<file path="src/rtl/digital_clock_cfg.sv">
// rtl/digital_clock_cfg.sv - configurable BCD hh:mm:ss clock with prescaler, 12/24h display, load and alarm
module digital_clock_cfg #(
   parameter int TICK_DIV = 1,
   parameter int DIV_W    = 32
) (
   input  logic       clk,
   input  logic       rst_n,
   input  logic       en,
   input  logic       mode_12,
   input  logic       load,
   input  logic [4:0] ld_h,
   input  logic [5:0] ld_m,
   input  logic [5:0] ld_s,
   input  logic       alarm_en,
   input  logic [4:0] al_h,
   input  logic [5:0] al_m,
   output logic [3:0] s0,
   output logic [3:0] s1,
   output logic [3:0] m0,
   output logic [3:0] m1,
   output logic [3:0] h0,
   output logic [3:0] h1,
   output logic       pm,
   output logic       sec_tick,
   output logic       alarm,
   output logic       load_err
);
   localparam logic [DIV_W-1:0] DIV_MAX = DIV_W'(TICK_DIV - 1);

   logic [DIV_W-1:0] div_cnt;
   logic [4:0]       hr;
   logic [3:0]       sec_u, sec_t, min_u, min_t;
   logic [4:0]       n_hr;
   logic [3:0]       n_su, n_st, n_mu, n_mt;
   logic             at_wrap, tick, advance, ld_ok, al_hit;
   logic [5:0]       n_min_bin;
   logic [4:0]       disp_h;

   assign at_wrap = (div_cnt == DIV_MAX);
   assign tick    = en && at_wrap;
   assign advance = tick && !load;
   assign ld_ok   = (ld_h <= 5'd23) && (ld_m <= 6'd59) && (ld_s <= 6'd59);

   // Full carry chain resolved in one step so wrap-arounds never show intermediates.
   always_comb begin
      n_su = sec_u + 4'd1;
      n_st = sec_t;
      n_mu = min_u;
      n_mt = min_t;
      n_hr = hr;
      if (sec_u == 4'd9) begin
         n_su = 4'd0;
         n_st = sec_t + 4'd1;
         if (sec_t == 4'd5) begin
            n_st = 4'd0;
            n_mu = min_u + 4'd1;
            if (min_u == 4'd9) begin
               n_mu = 4'd0;
               n_mt = min_t + 4'd1;
               if (min_t == 4'd5) begin
                  n_mt = 4'd0;
                  n_hr = (hr == 5'd23) ? 5'd0 : hr + 5'd1;
               end
            end
         end
      end
   end

   assign n_min_bin = {2'b00, n_mt} * 6'd10 + {2'b00, n_mu};
   assign al_hit    = alarm_en && (al_h <= 5'd23) && (al_m <= 6'd59) &&
                      (n_hr == al_h) && (n_min_bin == al_m) &&
                      (n_st == 4'd0) && (n_su == 4'd0);

   always_ff @(posedge clk or negedge rst_n) begin
      if (!rst_n) begin
         div_cnt  <= '0;
         hr       <= '0;
         sec_u    <= '0;
         sec_t    <= '0;
         min_u    <= '0;
         min_t    <= '0;
         sec_tick <= 1'b0;
         alarm    <= 1'b0;
         load_err <= 1'b0;
      end else begin
         sec_tick <= 1'b0;
         alarm    <= 1'b0;
         load_err <= load && !ld_ok;
         if (load && ld_ok) begin
            hr      <= ld_h;
            min_t   <= 4'(ld_m / 6'd10);
            min_u   <= 4'(ld_m % 6'd10);
            sec_t   <= 4'(ld_s / 6'd10);
            sec_u   <= 4'(ld_s % 6'd10);
            div_cnt <= '0;
         end else begin
            if (en)
               div_cnt <= at_wrap ? '0 : div_cnt + DIV_W'(1);
            if (advance) begin
               hr       <= n_hr;
               min_t    <= n_mt;
               min_u    <= n_mu;
               sec_t    <= n_st;
               sec_u    <= n_su;
               sec_tick <= 1'b1;
               alarm    <= al_hit;
            end
         end
      end
   end

   // 12h view: midnight hour reads 12, afternoon hours fold down by 12.
   always_comb begin
      disp_h = hr;
      if (mode_12) begin
         if (hr == 5'd0)
            disp_h = 5'd12;
         else if (hr > 5'd12)
            disp_h = hr - 5'd12;
      end
      if (disp_h >= 5'd20) begin
         h1 = 4'd2;
         h0 = 4'(disp_h - 5'd20);
      end else if (disp_h >= 5'd10) begin
         h1 = 4'd1;
         h0 = 4'(disp_h - 5'd10);
      end else begin
         h1 = 4'd0;
         h0 = 4'(disp_h);
      end
   end

   assign pm = (hr >= 5'd12);
   assign s0 = sec_u;
   assign s1 = sec_t;
   assign m0 = min_u;
   assign m1 = min_t;

endmodule

</file>
<file path="config.mk">
export PLATFORM = sky130hd
export DESIGN_NAME = digital_clock_cfg
export DESIGN_NICKNAME = d
export VERILOG_FILES = /design/src/rtl/digital_clock_cfg.sv
export SDC_FILE = /design/constraint.sdc
export NUM_CORES = 1
export LEC_CHECK = 0
export ABC_AREA = 1
export BUFFER_PORTS_ARGS = -buffer_cell sky130_fd_sc_hd__buf_2
export CAP_MARGIN = 5
export CORE_UTILIZATION = 50
export DETAILED_ROUTE_END_ITERATION = 16
export GPL_ROUTABILITY_DRIVEN = 0
export HOLD_SLACK_MARGIN = 0.05
export PLACE_DENSITY = 0.77
export SETUP_SLACK_MARGIN = 0.05
export SLEW_MARGIN = 15
export SYNTH_ARGS = -nofsm -noshare
export SYNTH_HDL_FRONTEND = slang
export SYNTH_SLANG_ARGS = --single-unit
</file>
<file path="constraint.sdc">
create_clock -name clk -period 7.2 [get_ports clk]
set_input_delay 1.44 -clock clk [delete_from_list [all_inputs] [get_ports clk]]
set_output_delay 1.44 -clock clk [all_outputs]
set_load 0.01 [all_outputs]
</file>
==> run_results.csv <==
group,metric,value,unit
sta,finalCritPeriodShare,65.2,%
critical_path,reg2reg_depth,21,
sta,layout_setup_ws,2.51,ns
critical_path,start_kind,"input pin",
global_route,top_usage_layer,"met2",
hold_path,holdCritPathClass,"flip-flop to flip-flop",
floorplanning,start_util,51.4,%
sta,drv_slew,0,
critical_path,worstSetupEndpoint,"h0[2]",
job,drv_cap,0,
drt,vias,4779,
sta,setup_violations,0,
drt,drc,0,
yosys,synth_common_cells,"nand2_1 (163), inv_1 (106), nor2_1 (69)",
floorplanning,die_h,99.5,µm
critical_path,r2r-end,"alarm",
critical_path,arrival,3.25,ns
yosys,ys.flop_type,"dfrtp_1",
cts,cts_hold_buf,0,
sta,hold_violations,0,
global_route,antenna_found_initial,0,
layout,diodes,0,
floorplanning,num_rows,35,
cts,clk_latency,0.32,ns
cts,clk_pin_slew_worst_paths,0.10,ns
global_route,grt_use_met3,4.43,%
drt,viasPerCell,5.38,
hold_path,worstHoldStart,"div_cnt[23]",
global_route,grt_pass1_wl,20600,µm
cts,cts_tree,"built",
cts,post_cts_buffers,0,
sta,finalCriticalPeriod,4.69,ns
run_status,status,"complete, no violations",
yosys,yosysMostFrequentCell,"nand2_1",
layout,syn2layout_area_growth,10.7,%
yosys,synth_enable_flop_cells,0,
global_route,first_global_vias,4504,
cts,htree_levels,2,
sta,tightest_slew,0.739,ns
critical_path,r2r-start,"s0[2]",
sta,setup-tns-final,0,ns
floorplanning,io_pins,62,
global_route,gr-total-overflow,0,
drt,routedWlPerCell,13.5,µm
global_route,grt_util_met1,32.5,%
yosys,syn_inst,700,
critical_path,path_class,"input pin to output port",
yosys,async_flop_share,100,%
layout,fin_cells,888,
power,irDropWorstVdd,0.102,mV
floorplanning,die_w,99.5,µm
place,place_area,5150,µm²
layout,fin_area,5260,µm²
sta,rsz0062_at_grt,"false",
yosys,synth-seq-cells,56,
drt,drt-total-wl,12000,µm
cts,cts_buffers,5,
yosys,synthTopCellsByArea,"dfrtp_1 (29%), nand2_1 (13%), inv_1 (8.4%), nand3_1 (5.7%), nor2_1 (5.5%)",
yosys,seq_area_frac_synth,29.5,%
yosys,netlist-cell-type-count,56,
yosys,synth_top_area_share,29.5,%
drt,firstDrtPassIters,5,
yosys,yosysWarnings,0,
sta,finalClockSkew,0.0113,ns
yosys,syn_area,4750,µm²
drt,dr.first_iter.drc_count,268,
place,place_inst,880,
critical_path,regToRegSetupSlack,3.81,ns
global_route,grt_max_degree,57,
global_route,use_met2,44.6,%
cts,cts.repair.resized,0,
cts,clock_tree.buffer_depth,2,
yosys,yosysTopAreaCell,"dfrtp_1",
critical_path,critical_path.max_fanout,5,
drt,antenna_left,0,
cts,cts_root_buffer,"clkbuf_8",
critical_path,required,5.76,ns
layout,final_util,56.9,%
place,port_buffers,59,
power,power.leakage,2.63,nW
sta,max_freq,213,MHz
place,hpwl,9150,µm
critical_path,startpoint,"mode_12",
power,powerDensity,189,nW/µm²
layout,layout.nets,813,
sta,slew_headroom,50.6,%
place,pre_cts_slack,2.55,ns
cts,clock_sinks,56,
floorplanning,core_area,9240,µm²
critical_path,worstSetupEndpointType,"output port",
global_route,grt_usage,25.7,%
floorplanning,die_area,9900,µm²
layout,drive_above_1_share,15.4,%
yosys,synth.avg_cell_area,6.79,µm²
-- worst min-delay path by stage --
stage | endpoint | slack (ns) | cells past startpoint
after floorplan | div_cnt[23] | 0.48 | 1
after global placement | div_cnt[23] | 0.52 | 1
after detailed placement | div_cnt[23] | 0.52 | 1
after CTS | div_cnt[23] | 0.54 | 1
after global routing | div_cnt[23] | 0.57 | 1
final | div_cnt[23] | 0.54 | 1
-- cells in the final DEF, fill, tap and decap left out, drive strengths merged, types with 3 or more instances in the layout --
master and instances:
nand2 172, inv 115, nor2 82, buf 60, nand3 59, dfrtp 56
o21ai 38, a21oi 35, nor3 27, ha 20, xor2 17, nand4 14
nor4 10, o211ai 7, o22ai 7, clkbuf 5, xnor2 4, o21bai 4
o21a 3
-- registers in the layout, indices dropped and copies added, names as in the netlist --
register / cells
alarm: 1
m1: 4
hr: 5
sec_tick: 1
load_err: 1
s0: 4
s1: 4
m0: 4
div_cnt: 32
-- power by group --
| group | switching (mW) | internal (mW) | leakage, nW |
|---|---|---|---|
| Combinational | 0.257 | 0.146 | 1.83 |
| Clock | 0.112 | 0.103 | 0.0541 |
| Sequential | 0.0375 | 0.338 | 0.741 |
-- worst max-delay path, cell delays in order --
cell     delay [ns]
buf_2          0.11
inv_1          0.05
nor2_1         0.17
nand2_1        0.11
xor2_1         0.17
nor2_2         0.19
ha_1           0.18
nand2_1        0.06
nand2_1        0.07
nand2_1        0.07
nand2_1        0.12
mux2i_1        0.19
nand2_1        0.06
o21ai_0        0.10
buf_2          0.18
-- through the flow --
stage          hold WS [ns]  power, mW
6_report              0.540      0.993
5_1_grt               0.575       1.06
4_1_cts               0.535      0.995
3_5_place_dp          0.519      0.781
3_3_place_gp          0.516      0.760
2_1_floorplan         0.476      0.656
-- final cells by class --
type / instances / area [µm²]
clock buffer: 5 / 68.8
clock inverter: 3 / 42.5
fill: 911 / 3980
inverter: 116 / 440
multi-input combinational: 519 / 2840
sequential: 56 / 1400
tap: 129 / 161
timing repair buffer: 60 / 303
-- cells by family (layout without fill, tap and decap cells) --
group	Yosys count	in the layout	share of synthesized area (%)
AND/OR/NAND/NOR	369	369	36.8
buffers and inverters	126	184	10.8
AO/OA/AOI/OAI	105	105	13.1
flip-flops	56	56	29.5
adder cells (fa/ha/maj)	21	21	5.69
XOR/XNOR	21	21	3.87
other	1	2	0.0789
multiplexers	1	1	0.211
-- per-layer routing --
layer / part of all wire (%) / wire length (µm)
met1: 43 / 5170
met2: 48 / 5770
met3: 6.0 / 713
met4: 2.5 / 302
met5: 0 / 0
(Power assumes the default switching activity.)
